[config.mk]
export PLATFORM = sky130hd
export DESIGN_NAME = detector_direcao_contagem_flat
export DESIGN_NICKNAME = d
export VERILOG_FILES = /design/src/rtl/detector_direcao_contagem_pkg.sv /design/src/rtl/detector_direcao_contagem_if.sv /design/src/rtl/detector_direcao_contagem_classificador.sv /design/src/rtl/detector_direcao_contagem.sv /design/src/flat_wrapper.sv
export SDC_FILE = /design/constraint.sdc
export NUM_CORES = 1
export LEC_CHECK = 0
export ABC_AREA = 1
export CAP_MARGIN = 0
export CORE_MARGIN = 2
export CORE_UTILIZATION = 50
export DETAILED_ROUTE_END_ITERATION = 6
export GPL_TIMING_DRIVEN = 1
export PLACE_DENSITY_LB_ADDON = 0.3
export SETUP_SLACK_MARGIN = 0.05
export SYNTH_ARGS = -nofsm -noshare
export SYNTH_HDL_FRONTEND = slang
export SYNTH_HIERARCHICAL = 1
export SYNTH_SLANG_ARGS = --single-unit
export TNS_END_PERCENT = 30
[constraint.sdc]
create_clock -name clk -period 5.1 [get_ports clk]
set_input_delay 1.275 -clock clk [delete_from_list [all_inputs] [get_ports clk]]
set_output_delay 1.275 -clock clk [all_outputs]
set_load 0.005 [all_outputs]
[src/rtl/detector_direcao_contagem_pkg.sv]
// -----------------------------------------------------------------------------
// detector_pkg
// Shared types for the counter-direction observer: FSM states, step classes,
// the saturation limit of the locked-step counter and its increment helper.
// -----------------------------------------------------------------------------
package detector_pkg;

   typedef enum logic [1:0] {
      VAZIO   = 2'd0,
      BUSCA   = 2'd1,
      TRAVADO = 2'd2,
      ERRO    = 2'd3
   } estado_e;

   typedef enum logic [1:0] {
      SUBIR  = 2'd0,
      DESCER = 2'd1,
      PARADO = 2'd2,
      SALTO  = 2'd3
   } passo_e;

   localparam logic [7:0] PASSOS_MAX = 8'd255;

   // Increment that sticks at PASSOS_MAX instead of wrapping.
   function automatic logic [7:0] inc_sat(input logic [7:0] v);
      return (v == PASSOS_MAX) ? v : v + 8'd1;
   endfunction

endpackage

[src/rtl/detector_direcao_contagem_if.sv]
// -----------------------------------------------------------------------------
// detector_direcao_contagem_if
// Bus between the count source (master) and the direction observer (slave).
//   amostra        : observed count value
//   amostra_valid  : amostra is sampled on this rising edge
//   limpar         : synchronous clear back to the empty state
//   direcao        : recovered direction (1 = up), valid while travado
//   travado        : direction locked
//   reversao       : one-cycle pulse on a reversal of a locked direction
//   erro           : sticky jump-while-locked flag
//   passos         : same-direction steps since lock, saturating
// -----------------------------------------------------------------------------
interface detector_direcao_contagem_if #(
   parameter int NBITS_COUNT = 4
);
   logic [NBITS_COUNT-1:0] amostra;
   logic                   amostra_valid;
   logic                   limpar;
   logic                   direcao;
   logic                   travado;
   logic                   reversao;
   logic                   erro;
   logic [7:0]             passos;

   modport master (
      output amostra, amostra_valid, limpar,
      input  direcao, travado, reversao, erro, passos
   );

   modport slave (
      input  amostra, amostra_valid, limpar,
      output direcao, travado, reversao, erro, passos
   );
endinterface

[src/rtl/detector_direcao_contagem_classificador.sv]
// -----------------------------------------------------------------------------
// classificador_passo
// Combinational step classifier. The difference amostra - anterior is taken
// modulo 2^NBITS_COUNT so that counter wrap-around reads as a unit step.
//   anterior_i : previous accepted sample
//   amostra_i  : current sample
//   classe_o   : SUBIR (+1), DESCER (-1), PARADO (0) or SALTO (anything else)
// -----------------------------------------------------------------------------
module classificador_passo
   import detector_pkg::*;
#(
   parameter int NBITS_COUNT = 4
) (
   input  logic [NBITS_COUNT-1:0] anterior_i,
   input  logic [NBITS_COUNT-1:0] amostra_i,
   output passo_e                 classe_o
);

   logic [NBITS_COUNT-1:0] delta;

   assign delta = amostra_i - anterior_i;

   always_comb begin
      if (delta == NBITS_COUNT'(1))
         classe_o = SUBIR;
      else if (delta == {NBITS_COUNT{1'b1}})
         classe_o = DESCER;
      else if (delta == '0)
         classe_o = PARADO;
      else
         classe_o = SALTO;
   end

endmodule

[src/rtl/detector_direcao_contagem.sv]
// -----------------------------------------------------------------------------
// detector_direcao_contagem
// Observer for an up/down counter output bus. Each accepted sample is compared
// with the previous one; CONFIRM consecutive same-direction unit steps lock
// the direction, after which same-direction steps are counted. Opposite steps
// while locked pulse reversao; a jump while locked latches erro until limpar.
//   clk    : rising-edge clock
//   reset  : asynchronous, active-low reset
//   bus    : slave side of detector_direcao_contagem_if (sample in, status out)
// -----------------------------------------------------------------------------
module detector_direcao_contagem
   import detector_pkg::*;
#(
   parameter int NBITS_COUNT = 4,
   parameter int CONFIRM     = 2
) (
   input  logic                          clk,
   input  logic                          reset,
   detector_direcao_contagem_if.slave    bus
);

   localparam logic [3:0] CONFIRM_W = 4'(CONFIRM);

   estado_e                estado_q, estado_d;
   logic [NBITS_COUNT-1:0] anterior_q, anterior_d;
   logic                   cand_q, cand_d;
   logic [3:0]             run_q, run_d;
   logic                   direcao_q, direcao_d;
   logic                   travado_q, travado_d;
   logic                   reversao_q, reversao_d;
   logic                   erro_q, erro_d;
   logic [7:0]             passos_q, passos_d;

   passo_e                 classe;
   logic                   sobe;
   logic [3:0]             run_nx;

   classificador_passo #(
      .NBITS_COUNT (NBITS_COUNT)
   ) u_classificador (
      .anterior_i (anterior_q),
      .amostra_i  (bus.amostra),
      .classe_o   (classe)
   );

   // Only meaningful for SUBIR/DESCER.
   assign sobe = (classe == SUBIR);

   always_ff @(posedge clk or negedge reset) begin
      if (!reset) begin
         estado_q   <= VAZIO;
         anterior_q <= '0;
         cand_q     <= 1'b0;
         run_q      <= '0;
         direcao_q  <= 1'b0;
         travado_q  <= 1'b0;
         reversao_q <= 1'b0;
         erro_q     <= 1'b0;
         passos_q   <= '0;
      end else begin
         estado_q   <= estado_d;
         anterior_q <= anterior_d;
         cand_q     <= cand_d;
         run_q      <= run_d;
         direcao_q  <= direcao_d;
         travado_q  <= travado_d;
         reversao_q <= reversao_d;
         erro_q     <= erro_d;
         passos_q   <= passos_d;
      end
   end

   always_comb begin
      estado_d   = estado_q;
      anterior_d = anterior_q;
      cand_d     = cand_q;
      run_d      = run_q;
      direcao_d  = direcao_q;
      travado_d  = travado_q;
      reversao_d = 1'b0;
      erro_d     = erro_q;
      passos_d   = passos_q;
      run_nx     = run_q;

      // limpar wins over a simultaneous sample, which is dropped entirely
      // (anterior is not updated either).
      if (bus.limpar) begin
         estado_d  = VAZIO;
         erro_d    = 1'b0;
         travado_d = 1'b0;
         passos_d  = '0;
      end else if (bus.amostra_valid) begin
         anterior_d = bus.amostra;
         unique case (estado_q)
            VAZIO: begin
               estado_d = BUSCA;
               run_d    = '0;
            end

            BUSCA: begin
               case (classe)
                  SUBIR, DESCER: begin
                     // run=0 means no candidate yet, so any step starts one.
                     if (run_q == '0 || cand_q != sobe) begin
                        cand_d = sobe;
                        run_nx = 4'd1;
                     end else begin
                        run_nx = run_q + 4'd1;
                     end
                     run_d = run_nx;
                     if (run_nx == CONFIRM_W) begin
                        estado_d  = TRAVADO;
                        direcao_d = cand_d;
                        travado_d = 1'b1;
                        passos_d  = '0;
                     end
                  end
                  SALTO:   run_d = '0;
                  default: ;
               endcase
            end

            TRAVADO: begin
               case (classe)
                  SUBIR, DESCER: begin
                     if (sobe == direcao_q) begin
                        passos_d = inc_sat(passos_q);
                     end else begin
                        reversao_d = 1'b1;
                        cand_d     = sobe;
                        run_d      = 4'd1;
                        // A single opposite step already satisfies CONFIRM=1,
                        // so the lock flips direction in place.
                        if (CONFIRM_W == 4'd1) begin
                           direcao_d = sobe;
                           passos_d  = '0;
                        end else begin
                           estado_d  = BUSCA;
                           travado_d = 1'b0;
                        end
                     end
                  end
                  SALTO: begin
                     estado_d  = ERRO;
                     erro_d    = 1'b1;
                     travado_d = 1'b0;
                  end
                  default: ;
               endcase
            end

            ERRO: ;
         endcase
      end
   end

   assign bus.direcao  = direcao_q;
   assign bus.travado  = travado_q;
   assign bus.reversao = reversao_q;
   assign bus.erro     = erro_q;
   assign bus.passos   = passos_q;

endmodule

[src/flat_wrapper.sv]
// flat-port wrapper written by rule: the top's interface ports become plain ports
module detector_direcao_contagem_flat import detector_pkg::*;
#(
   parameter int NBITS_COUNT = 4,
   parameter int CONFIRM     = 2
)
  (clk, reset, bus_amostra, bus_amostra_valid, bus_limpar, bus_direcao, bus_travado, bus_reversao, bus_erro, bus_passos);
  detector_direcao_contagem_if #(.NBITS_COUNT(NBITS_COUNT)) bus_i ();
  input  logic clk;
  input  logic reset;
  input wire logic [$bits(bus_i.amostra)-1:0] bus_amostra;
  input wire logic [$bits(bus_i.amostra_valid)-1:0] bus_amostra_valid;
  input wire logic [$bits(bus_i.limpar)-1:0] bus_limpar;
  output wire logic [$bits(bus_i.direcao)-1:0] bus_direcao;
  output wire logic [$bits(bus_i.travado)-1:0] bus_travado;
  output wire logic [$bits(bus_i.reversao)-1:0] bus_reversao;
  output wire logic [$bits(bus_i.erro)-1:0] bus_erro;
  output wire logic [$bits(bus_i.passos)-1:0] bus_passos;
  assign bus_i.amostra = bus_amostra;
  assign bus_i.amostra_valid = bus_amostra_valid;
  assign bus_i.limpar = bus_limpar;
  assign bus_direcao = bus_i.direcao;
  assign bus_travado = bus_i.travado;
  assign bus_reversao = bus_i.reversao;
  assign bus_erro = bus_i.erro;
  assign bus_passos = bus_i.passos;
  detector_direcao_contagem #(.NBITS_COUNT(NBITS_COUNT), .CONFIRM(CONFIRM)) u_core (.clk(clk), .reset(reset), .bus(bus_i));
endmodule
Yosys cells after proc, flatten, opt, wreduce, memory -nomap -nowiden
Index checks and enable logic that the tools add are counted.
- add/sub/neg operators: 3
- bitwise logic cells: 1
- mux-type cells: 48
- eq/ne operators: 21
- reductions and logical operators: 21
- operator list (kind ; count):
    $mux 8 ; 7
    $mux 4 ; 7
    $reduce_and 6->1 ; 4
    $mux 1 ; 19
    $pmux 8 s2 ; 1
    $mux 2 ; 7
    $ne 3x2->1 const B ; 4
    $pmux 4 s3 ; 1
    $add 8x1->8 const B ; 1
    $eq 8x8->1 const B ; 1
    $logic_not 4->1 ; 2
    $pmux 4 s2 ; 1
    $reduce_bool 2->1 ; 4
    $reduce_and 7->1 ; 1
    $pmux 1 s2 ; 3
    $pmux 2 s3 ; 1
    $reduce_bool 3->1 ; 2
    $reduce_and 5->1 ; 1
    $add 4x1->4 const B ; 1
    $eq 2x1->1 const B ; 2
    $eq 2x2->1 const B ; 2
    $eq 4x1->1 const B ; 1
    $eq 4x2->1 const B ; 1
    $eq 4x4->1 const B ; 1
    17 further kinds ; 19
- logic and storage cells: 103
- output and inout port bits: 12
- register bits: 23

Logic depth before layout (Yosys ltp)
Gate-level depths: netlist (run 1).
- depth after elaboration: 19
- mapped depth: 25
- gate-level depth less buffers: 24

Hierarchy
Netlist (run 1), hierarchy kept.
- by module, submodules not included (module ; cells an instance ; seq. area each (µm²) ; area each (µm²) ; instances):
    detector_direcao_contagem ; 211 ; 575.6 ; 1541.5 ; 1
    classificador_passo ; 38 ; 0.0 ; 211.5 ; 1

Least setup slack after synthesis (run 1)
Ideal clock, no wire load.
- path type: input-to-reg
- start point: input port bus_amostra[0]
- end point: register u_core.passos_q[3] (netlist: u_core/bus.passos[3])
- data required time: 4983 ps
- setup slack: 1612 ps
- path buffers: 1
- cell stages on the path: 23
- data arrival time: 3371 ps
- cell sequence: inv_1 ha_1 inv_2 fa_1 inv_1 nand2_1 a21oi_1 nand3_2 nand2_1 nand2_1 buf_6 nor2_4 nand2_1 nand2_2 nand3_2 inv_2 nand2_2 nand2_2 nand2_2 nand2_4 nand2_4 nand2_1 nand2_1
- cells in the longest elaborated chain, start to end: 16
- ends and longest elaborated chain (what ; RTL line ; RTL):
    start: declaration ; flat_wrapper.sv:11 ; input wire logic [$bits(bus_i.amostra)-1:0] bus_amostra;
    $sub 4x4->4 * ; detector_direcao_contagem_classificador.sv:21 ; assign delta = amostra_i - anterior_i;
    $logic_not 4->1 ; detector_direcao_contagem_classificador.sv:28 ; else if (delta == '0)
    $mux 1 ; detector_direcao_contagem_classificador.sv:28 ;
    $mux 2 ; detector_direcao_contagem_classificador.sv:26 ; else if (delta == {NBITS_COUNT{1'b1}})
    $mux 2 * ; detector_direcao_contagem_classificador.sv:24 ; if (delta == NBITS_COUNT'(1))
    via u_core.classe[0] ; detector_direcao_contagem.sv:34 ; passo_e classe;
    $logic_not 2->1 ; detector_direcao_contagem.sv:47, detector_direcao_contagem.sv:101, detector_direcao_contagem.sv:124 ;
    $ne 1x1->1 ; detector_direcao_contagem.sv:104 ; if (run_q == '0 || cand_q != sobe) begin
    $logic_or 1x1->1 ; detector_direcao_contagem.sv:104 ;
    $mux 4 ; detector_direcao_contagem.sv:104 ;
    $mux 4 ; detector_direcao_contagem.sv:101 ; case (classe)
    $mux 4 ; detector_direcao_contagem.sv:94 ; unique case (estado_q)
    $mux 4 ; detector_direcao_contagem.sv:92 ; end else if (bus.amostra_valid) begin
    $mux 4 ; detector_direcao_contagem.sv:87 ; if (bus.limpar) begin
    $eq 4x2->1 ; detector_direcao_contagem.sv:111 ; if (run_nx == CONFIRM_W) begin
    $ne 3x2->1 (no line) ; -- ;
    $reduce_and 7->1 (no line) * ; -- ;
    end signal: assignment ; detector_direcao_contagem.sv:69 ; passos_q <= passos_d;
    end: declaration ; detector_direcao_contagem.sv:32 ; logic [7:0] passos_q, passos_d;
Mark *: on every way through the listed nets, which the timed path passes. The rest lies on a longest branch. The select of a mux whose other input is x is not followed.
A chain may end at the register's enable or synchronous reset.

Worst setup path in the final report (run 1)
- start point: input port bus_amostra[0]
- end point: register u_core.passos_q[2] (netlist: u_core/bus.passos[2])
Same word-level chain as after synthesis.

==> metrics.md, run 1 <==
| Metric | Value |
|---|---|
| Status | `finished clean` |
| Leakage Power | `about 0.99 nW` |
| Root Driver | `clkbuf_4` |
| Post-synthesis cell area | `between 1500 and 2000 um^2` |
| Vias per inst | `4.870` |
| Worst-Margin Slew | `a little over 1 ns` |
| Crit path required time | `5.31 ns` |
| Die area | `3996 um^2` |
| Synth warnings | `6` |
| Worst path cell trace | `clkdlybuf4s50_1, inv_1, ha_1, inv_2, fa_1, a21oi_1, nand3_2, nand2_1, nand2_1, nor2_4, nand2_1, nand2_2, nand3_2, inv_2, nand2_2, nand2_2, nand2_2, nand2_4, nand2_4, nand2_1, nand2_1` |
| Layout cell share with drive strength beyond 1 | `11.52%` |
| First-pass GRT wire length | `6072 um` |
| Syn avg cell area | `7.040 um^2` |
| Pwr Density | `286.4 nW/um^2` |
| Relative slew margins | `between 30% and 40%` |
| Setup Viol. Count Final | `0` |
| Switching share of power | `between 40% and 50%` |
| Worst skew pair latency | `0.32 ns` |
| Fraction of the cycle the final worst path needs | `77.54%` |
| Hold Startpoint | `u_core/bus.travado` |
| Area leader, netlist | `dfrtp_1` |
| Max incr delay on CP | `0.47 ns` |
| Register area share after synthesis | `about a third` |
| Clk_skew | `0.01847 ns` |
| Final HPWL DP | `between 2000 and 3000 um` |
| Hold_buf cts | `0` |
| CTS Buf Count | `3` |
| Peak VDD IR | `0.1378 mV` |
| Most used DFF post-synth | `dfrtp_1` |
| Gpl congestion | `0.8773` |
| Syn Nets | `267` |
| Comb pwr share | `47.0%` |
| Area Overhead vs Synth | `14.49%` |
| Drt drc | `0` |
| RR Startpoint | `u_core/anterior_q[0]` |
| Initial DRC count | `143` |
| DRT antenna net count | `0` |
| H-tree depth | `1` |
| Placed inst area | `approximately 2000 um^2` |
| Global route overflow | `0` |
| Seq cells post-synth | `23` |
| Slowest CP cell | `clkdlybuf4s50_1` |
| Row count | `21` |
| Largest net degree at the start of global routing | `24` |
| I/O Pins | `20` |
| Post-synth cell types | `35` |
| Worst Setup SP | `bus_amostra[0]` |
| FMAX | `about 250 MHz` |
| CP max FO | `9` |
| Cell with the most instances after synthesis | `nand2_1` |
| Crit path DAT | `4.17 ns` |
| Syn Inst Count | `249` |
| Critical path class | `in -> reg` |
| Final wirelength | `3464 um` |
| Clock slew at reported path FFs | `0.12 ns` |
| Vias in the first global route | `1,385` |
| Largest cells by area after synthesis | `dfrtp_1 33%, nand2_1 16%, ha_1 6.4%` |
| Post-cts sizing count | `0` |
| Hold crit path type | `reg -> reg` |
| CP endpoint kind | `flop` |
| Min Tclk post-route | `3.955 ns` |
| GRT Overall Usage | `18.96%` |
| Die height | `~63 um` |
| CTS tree | `built` |
| Synth top area share | `32.83%` |
| TritonRoute pass-1 iters | `4` |
| FFs w/ async S/R, synth | `100.0%` |
| Core area | `3363 um^2` |
| Final hold violations | `0` |
| CTS sink count | `23` |
| Slew Limit Fails | `0` |
| Nets | `~290` |
| Max Cap Violations | `0` |
| Tot Pwr | `574.8 uW` |
| Ant diodes | `0` |
| Avg WL per Cell | `11.00 um` |
| Post-synth EDFFs | `0` |
| Top post-synthesis cells by count | `77 x nand2_1, 30 x inv_1, 26 x nor2_1` |
| Post-CTS Setup Repair Bufs | `0` |
| Final TNS setup | `0 ns` |
| Initial antenna violation count | `0` |
| RSZ-0062 raised after global routing | `no` |
| Clock power frac | `between 10% and 20%` |
| Die width | `63.21 um` |
| CP dominant cell by count | `nand2_1` |
| Clock buffer depth | `2` |
| Total number of vias | `roughly 1,500` |
| Final Cell Area | `2007 um^2` |
| P_sw | `250.3 uW` |
| Int Power | `324.5 uW` |
| Seq pwr share | `37.8%` |
| I/O Buffers | `19` |
| Initial core utilization | `52.12%` |
| Worst Setup Start Kind | `input pin` |
## final cells by class
cell class,count,area [um^2]
fill,348,1356
multi-input combinational,187,1021
sequential,23,575.6
timing repair buffer,19,190.2
inverter,36,135.1
tap,46,57.56
clock buffer,3,22.52
clock inverter,1,5.005
## flip-flops by register name, summed over array words and instances (netlist names)
register,count
u_core/anterior_q,4
u_core/cand_q,1
u_core/run_q,4
u_core/bus.reversao,1
u_core/bus.direcao,1
u_core/bus.travado,1
u_core/estado_q,2
u_core/bus.erro,1
u_core/bus.passos,8
## layout by cell type (no fill, tap or decap), drive strengths merged, types with 2 or more instances in the layout
cell type,n
a21oi,3
clkbuf,3
clkdlybuf4s50,19
dfrtp,23
ha,9
inv,36
nand2,86
nand3,24
nand4,4
nor2,29
nor3,3
nor3b,2
o21ai,12
or2,2
xnor2,2
xor2,4
## metrics by stage
stage                     setup slack, ns  hold slack (ns)  util, %  std cells
final                               1.145           0.4937    59.67        315
after global routing               0.8179           0.5367    59.67        315
after CTS                           1.158           0.4977    59.67        315
after detailed placement           0.8035           0.4658    58.85        311
after global placement             0.8878           0.4552    58.85        311
after floorplan                     1.612           0.4419        -        249
## worst max-delay path, delay by kind of cell
kind            cells  cell delay, ns
fa+ha+maj           2            0.59
simple gates       14            1.48
buf+inv             4            0.64
compound gates      1            0.17
## final timing paths
check	to	slack, ns	cells past startpoint
setup / recovery	u_core/bus.passos[2]	1.15	21
hold / removal	u_core/bus.travado	0.49	2
setup reg to reg	u_core/bus.passos[2]	2.18	19
hold reg to reg	u_core/bus.travado	0.49	2
max in group asynchronous	u_core/bus.direcao	2.98	1
min in group asynchronous	u_core/bus.passos[1]	1.49	1
## power by group through the flow
stage,Combinational (mW),Sequential [mW],Clock (mW)
detailed placement,0.270,0.221,0
finish,0.270,0.217,0.0874
global placement,0.267,0.221,0
global route,0.308,0.221,0.102
CTS,0.270,0.218,0.0918
floorplan,0.210,0.218,0
## per-layer routing
layer	part of all wire (%)	global-route usage [%]	vias up	wire [um]
met2	47	31.25	34	1622
met4	0.49	4.891	0	17
met3	4.1	2.500	2	143
li1	-	-	820	-
met1	49	26.36	678	1681
met5	0	0	-	0
## logic make-up (layout without fill, tap and decap cells)
group	count (synthesis)	in the layout	share of synthesized area [%]
DFF	23	23	32.83
xor gates and xnor gates	6	6	3.427
AOI/OAI and AO/OA	18	18	6.281
adders and majority gates	10	10	7.566
buffers and inverters	39	59	8.922
and+or+nand+nor	153	153	40.97
(Power assumes the default switching activity.)
==> run 2: changes to the inputs <==
==> constraint.sdc (replaced) <==
create_clock -name clk -period 4 [get_ports clk]
set_input_delay 1 -clock clk [delete_from_list [all_inputs] [get_ports clk]]
set_output_delay 1 -clock clk [all_outputs]
set_load 0.005 [all_outputs]
==> run 2 against run 1 <==
First-iteration DRC count grew 9.1%. Power grew 28%. Cell count increased by 0.32%. Clock power up 27%. Critical endpoint is now u_core/bus.passos[4]. Highest routed layer unchanged.
==> metrics.md, run 2 (synthesized netlist as in run 1, its figures left out) <==
| Metric | Value |
|---|---|
| Pwr Density | `366.7 nW/um^2 (was 286.4 nW/um^2)` |
| Hold crit path type | `reg -> reg (unchanged)` |
| Final hold violations | `0 (unchanged)` |
| Final core occ | `59.86% (was 59.67%)` |
| Worst-Margin Slew | `1.053 ns (was 1.020 ns)` |
| Clk_skew | `0.003462 ns (was 0.01847 ns)` |
| CTS Buf Count | `3 (unchanged)` |
| Peak VDD IR | `0.1553 mV (was 0.1378 mV)` |
| Layout cell share with drive strength beyond 1 | `11.48% (was 11.52%)` |
| I/O Pins | `20 (unchanged)` |
| Area Overhead vs Synth | `14.85% (was 14.49%)` |
| Die width | `63.21 um (unchanged)` |
| Nets | `289 (was 288)` |
| Clock slew at reported path FFs | `0.13 ns (was 0.12 ns)` |
| Most Crowded Layer GR | `met2 (unchanged)` |
| Filler cell count | `339 (was 348)` |
| Drt drc | `0 (unchanged)` |
| Final TNS setup | `0 ns (unchanged)` |
| Slew Limit Fails | `0 (unchanged)` |
| Die area | `3996 um^2 (unchanged)` |
| Global route overflow | `0 (unchanged)` |
| Core area | `3363 um^2 (unchanged)` |
| Leakage Power | `0.9927 nW (was 0.9911 nW)` |
| DRT antenna net count | `0 (unchanged)` |
| Crit path required time | `4.22 ns (was 5.31 ns)` |
| Post-CTS Setup Repair Bufs | `0 (unchanged)` |
| Largest net degree at the start of global routing | `24 (unchanged)` |
| RSZ-0062 raised after global routing | `no (unchanged)` |
| CTS tree | `built (unchanged)` |
| First-pass GRT wire length | `6223 um (was 6072 um)` |
| Relative slew margins | `29.60% (was 31.76%)` |
| Final wirelength | `3576 um (was 3464 um)` |
| Gpl congestion | `0.8654 (was 0.8773)` |
| Worst Setup Start Kind | `input pin (unchanged)` |
| Total number of vias | `1,585 (was 1,534)` |
| H-tree depth | `1 (unchanged)` |
| Multi-input combinational cell area | `1021 um^2 (unchanged)` |
| Max reg flops | `8 (unchanged)` |
| CP max FO | `9 (unchanged)` |
| Initial core utilization | `52.12% (unchanged)` |
| Crit path DAT | `3.77 ns (was 4.17 ns)` |
| Initial antenna violation count | `0 (unchanged)` |
| Vias per inst | `5.016 (was 4.870)` |
| Met3 GRT Util | `2.321% (was 2.500%)` |
| Worst skew pair latency | `0.31 ns (was 0.32 ns)` |
| TritonRoute pass-1 iters | `4 (unchanged)` |
| Clock buffer depth | `2 (unchanged)` |
| Avg WL per Cell | `11.32 um (was 11.00 um)` |
| Hold_buf cts | `0 (unchanged)` |
| Setup Viol. Count Final | `0 (unchanged)` |
| Total area of sequential cells | `575.6 um^2 (unchanged)` |
| I/O Buffers | `19 (unchanged)` |
| Most frequent cells in the layout | `77 x nand2_1, 30 x inv_1, 26 x nor2_1, 23 x dfrtp_1, 21 x nand3_1 (unchanged)` |
| Reg2Reg Setup Slack | `1.22 ns (was 2.18 ns)` |
| Final HPWL DP | `2710 um (was 2667 um)` |
| Status | `finished clean (unchanged)` |
| Initial DRC count | `156 (was 143)` |
| Die height | `63.21 um (unchanged)` |
| Most common cell after layout, fill and taps aside | `nand2_1 (unchanged)` |
| Fraction of the cycle the final worst path needs | `88.78%` |
| Ant diodes | `0 (unchanged)` |
| CP endpoint kind | `flop (unchanged)` |
| Post-cts sizing count | `0 (unchanged)` |
| GRT Overall Usage | `19.18% (was 18.96%)` |
| CTS sink count | `23 (unchanged)` |
| Row count | `21 (unchanged)` |
| Max Cap Violations | `0 (unchanged)` |
| Min Tclk post-route | `3.551 ns` |
| Met1 usage | `27.01% (was 26.36%)` |
| Root Driver | `clkbuf_4 (unchanged)` |
| FMAX | `281.6 MHz` |
| Met2 usage | `30.85% (was 31.25%)` |
| Critical path class | `in -> reg (unchanged)` |
| Vias in the first global route | `1,439 (was 1,385)` |
[run 2: changes by cell type in the layout (fill, tap and decap cells not counted)]
cell      delta
clkbuf_1     +1
buf_4        +1
clkinv_2     -1
[run 2: worst max-delay path, stage by stage]
cell,delay (ns)
clkdlybuf4s50_1,0.41
inv_1,0.06
ha_1,0.14
inv_2,0.04
fa_1,0.38
inv_1,0.07
nand2_1,0.06
a21oi_1,0.16
nand3_2,0.09
nand2_1,0.06
nand2_1,0.21
nor2_4,0.22
nand2_1,0.08
nand2_2,0.09
nand3_2,0.09
inv_2,0.08
nand2_2,0.06
nand2_2,0.06
nand2_2,0.06
nand2_4,0.12
nand2_4,0.10
nand2_1,0.08
nand2_1,0.05
[run 2: path summary, 6_finish.rpt]
path / from / to / depth (start not counted)
max: bus_amostra[0] / u_core/bus.passos[4] / 23
min: u_core/bus.travado / u_core/bus.travado / 2
max reg2reg: u_core/anterior_q[0] / u_core/bus.passos[4] / 19
min reg2reg: u_core/bus.travado / u_core/bus.travado / 2
max in group asynchronous: reset / u_core/run_q[1] / 1
min in group asynchronous: reset / u_core/bus.passos[0] / 1
[run 2: where the power goes]
group	switching, mW	total (mW)	internal, mW
Combinational	0.228	0.350	0.121
Clock	0.0721	0.111	0.0389
Sequential	0.0203	0.278	0.257
[run 2: cell type report]
| type | count | area share (%) |
|---|---|---|
| Clock buffer | 4 | 1.305 |
| Inverter | 36 | 6.712 |
| Multi-Input combinational cell | 187 | 50.71 |
| Sequential cell | 23 | 28.59 |
| Tap cell | 46 | 2.859 |
| Timing Repair Buffer | 20 | 9.820 |
[run 2: routing by layer]
layer	vias to the layer above	part of all wire [%]
li1	826	-
met1	731	51
met2	26	45
met3	2	3.2
met4	0	0.78
met5	-	0
[run 2: stage by stage]
| step | hold WS (ns) | setup slack [ns] | instances | area (um^2) | power [mW] |
|---|---|---|---|---|---|
| global route | 0.5392 | 0.1742 | 316 | 2013 | 0.8003 |
| CTS | 0.5013 | 0.4608 | 316 | 2013 | 0.7432 |
| global placement | 0.4559 | 0.1795 | 312 | 1987 | 0.6257 |
| detailed placement | 0.4648 | 0.1108 | 312 | 1987 | 0.6302 |
| finish | 0.4954 | 0.4490 | 316 | 2013 | 0.7383 |
| floorplan | 0.4419 | 0.7874 | 249 | 1753 | 0.5466 |
==> run 3: changes to the inputs <==
--- a/config.mk
+++ b/config.mk
@@ -7,10 +7,9 @@
 export LEC_CHECK = 0
 export ABC_AREA = 1
 export CAP_MARGIN = 0
-export CORE_MARGIN = 2
 export CORE_UTILIZATION = 50
 export DETAILED_ROUTE_END_ITERATION = 6
-export GPL_TIMING_DRIVEN = 1
+export GPL_TIMING_DRIVEN = 0
 export PLACE_DENSITY_LB_ADDON = 0.3
 export SETUP_SLACK_MARGIN = 0.05
 export SYNTH_ARGS = -nofsm -noshare
==> run 3 against run 2 <==
Sequential power barely moved. Core utilization rose by 0.62 points. Worst setup slack got worse by 0.082 ns. Sequential share of layout area fell by 0.071 points. Cell count rose by 0.32%. Die area fell by 6.2%. Power barely moved. Via count fell by 2.1%.
==> metrics.md, run 3 (synthesized netlist as in run 1, its figures left out) <==
| Metric | Value |
|---|---|
| Status | `finished clean (unchanged)` |
| Worst-Margin Slew | `1.005 ns (was 1.053 ns)` |
| Initial DRC count | `52 (was 156)` |
| Final wirelength | `3327 um (was 3576 um)` |
| Die height | `61.21 um (was 63.21 um)` |
| Hold_buf cts | `0 (unchanged)` |
| Family with the most delay on the worst path | `simple AND/OR/NAND/NOR gates (unchanged)` |
| Most common cell after layout, fill and taps aside | `nand2_1 (unchanged)` |
| Relative slew margins | `32.77% (was 29.60%)` |
| Nets | `290 (was 289)` |
| CP max FO | `9 (unchanged)` |
| Max Cap Violations | `0 (unchanged)` |
| Max incr delay on CP | `0.47 ns (was 0.41 ns)` |
| Max reg flops | `8 (unchanged)` |
| Final HPWL DP | `2602 um (was 2710 um)` |
| Post-cts sizing count | `0 (unchanged)` |
| Min Tclk post-route | `3.633 ns (was 3.551 ns)` |
| Die width | `61.21 um (was 63.21 um)` |
| CTS Buf Count | `3 (unchanged)` |
| Leakage Power | `1.002 nW (was 0.9927 nW)` |
| Worst skew pair latency | `0.31 ns (about the same)` |
| Final TNS setup | `0 ns (unchanged)` |
| Worst Setup Start Kind | `input pin (unchanged)` |
| Clk_skew | `0.005564 ns (was 0.003462 ns)` |
| Pwr Density | `365.7 nW/um^2 (was 366.7 nW/um^2)` |
| RSZ-0062 raised after global routing | `no (unchanged)` |
| Switching share of power | `43.22% (was 43.47%)` |
| Clock buffer depth | `2 (unchanged)` |
| Total number of vias | `1,552 (was 1,585)` |
| Int Power | `419.1 uW (was 417.4 uW)` |
| Row count | `21 (unchanged)` |
| Critical path class | `in -> reg (unchanged)` |
| P_sw | `319.1 uW (was 320.9 uW)` |
| Vias per inst | `4.896 (was 5.016)` |
| CP dominant cell by count | `nand2_1 (unchanged)` |
| DRT antenna net count | `0 (unchanged)` |
| Tot Pwr | `738.2 uW (was 738.3 uW)` |
| GRT Overall Usage | `20.42% (was 19.18%)` |
| Hold Slack | `0.4882 ns (was 0.4954 ns)` |
| Crit path required time | `4.25 ns (was 4.22 ns)` |
| Dpl cells | `313 (was 312)` |
| Area Overhead vs Synth | `15.13% (was 14.85%)` |
| I/O Pins | `20 (unchanged)` |
| Drt drc | `0 (unchanged)` |
| CTS tree | `built (unchanged)` |
| CTS sink count | `23 (unchanged)` |
| CP endpoint kind | `flop (unchanged)` |
| Setup Viol. Count Final | `0 (unchanged)` |
| Crit path buf inv count | `4 (was 5)` |
| Crit path DAT | `3.89 ns (was 3.77 ns)` |
| Post-CTS Setup Repair Bufs | `0 (unchanged)` |
| Slew Limit Fails | `0 (unchanged)` |
| Layout cell share with drive strength beyond 1 | `12.55% (was 11.48%)` |
| Die area | `3747 um^2 (was 3996 um^2)` |
| Clock slew at reported path FFs | `0.13 ns (about the same)` |
| Initial antenna violation count | `0 (unchanged)` |
| FMAX | `275.3 MHz (was 281.6 MHz)` |
| Ant diodes | `0 (unchanged)` |
| Vias in the first global route | `1,376 (was 1,439)` |
| Seq pwr share | `37.7% (was 37.6%)` |
| Initial core utilization | `52.53% (was 52.12%)` |
| Slowest CP cell | `clkdlybuf4s50_1 (unchanged)` |
| I/O Buffers | `18 (was 19)` |
| Global route overflow | `0 (unchanged)` |
| Most frequent cells in the layout | `77 x nand2_1, 30 x inv_1, 26 x nor2_1, 23 x dfrtp_1, 21 x nand3_1 (unchanged)` |
| Core area | `3337 um^2 (was 3363 um^2)` |
| First-pass GRT wire length | `5651 um (was 6223 um)` |
| Peak VDD IR | `0.1420 mV (was 0.1553 mV)` |
| Final Cell Area | `2018 um^2 (was 2013 um^2)` |
| Fraction of the cycle the final worst path needs | `90.81% (was 88.78%)` |
| Avg WL per Cell | `10.50 um (was 11.32 um)` |
| Final Non-Filler Cells | `317 (was 316)` |
| Largest net degree at the start of global routing | `24 (unchanged)` |
| Placed inst area | `1991 um^2 (was 1987 um^2)` |
| H-tree depth | `1 (unchanged)` |
| Hold crit path type | `reg -> reg (unchanged)` |
| Final hold violations | `0 (unchanged)` |
| Root Driver | `clkbuf_4 (unchanged)` |
| Comb pwr share | `47.3% (about the same)` |
| Clock power frac | `15.0% (about the same)` |
| Gpl congestion | `0.8517 (was 0.8654)` |
| TritonRoute pass-1 iters | `4 (unchanged)` |
| Worst path cell trace | `clkdlybuf4s50_1, inv_1, ha_1, inv_2, fa_1, a21oi_1, nand3_2, nand2_1, nand2_1, buf_6, nor2_4, xor2_2, a21oi_2, nor3_4, nand3_1, o21ai_1 (was clkdlybuf4s50_1, inv_1, ha_1, inv_2, fa_1, inv_1, nand2_1, a21oi_1, nand3_2, nand2_1, nand2_1, nor2_4, nand2_1, nand2_2, nand3_2, inv_2, nand2_2, nand2_2, nand2_2, nand2_4, nand2_4, nand2_1, nand2_1)` |
==> run 3: power groups by stage <==
stage | Clock [mW] | Sequential, mW | Combinational (mW)
finish | 0.111 | 0.278 | 0.349
global route | 0.125 | 0.282 | 0.400
CTS | 0.116 | 0.278 | 0.351
detailed placement | 0 | 0.282 | 0.349
global placement | 0 | 0.281 | 0.343
floorplan | 0 | 0.279 | 0.268
==> run 3: area by class of cell <==
class	instances	area, um^2
clock buffer	3	22.52
inverter	36	135.1
fill	330	1319
multi-input combinational	187	1021
sequential	23	575.6
tap	46	57.56
clock inverter	1	5.005
buffer	3	21.27
timing repair buffer	18	180.2
==> run 3: final timing paths <==
path                                       from              endpoint  slack, ns  cells past startpoint
setup / recovery                 bus_amostra[0]       u_core/run_q[1]       0.37                     16
hold / removal             u_core/anterior_q[2]  u_core/anterior_q[2]       0.49                      2
setup reg to reg           u_core/anterior_q[0]       u_core/run_q[1]       1.14                     14
hold reg to reg            u_core/anterior_q[2]  u_core/anterior_q[2]       0.49                      2
max in group asynchronous                 reset  u_core/anterior_q[0]       2.17                      1
min in group asynchronous                 reset  u_core/bus.passos[0]       1.22                      1
==> run 3: metal layers <==
layer	global-route usage [%]	routed length, um	part of all wire (%)	vias to the layer above
met2	33.70	1513	45	28
li1	-	-	-	826
met5	0	0	0	-
met3	2.941	97	2.9	6
met1	26.57	1656	50	692
met4	9.091	59	1.8	0
==> run 3: worst min-delay path: stages (launching register included) <==
cell,delay (ns)
dfrtp_1,0.36
nand2_1,0.05
nand2_1,0.05
==> run 3: metrics by stage <==
stage                     worst slack (ns)  utilization [%]
after floorplan                     0.7874                -
final                               0.3675            60.48
after CTS                           0.3851            60.48
after detailed placement           0.06189            59.66
after global routing                0.1608            60.48
after global placement             0.07303            59.66
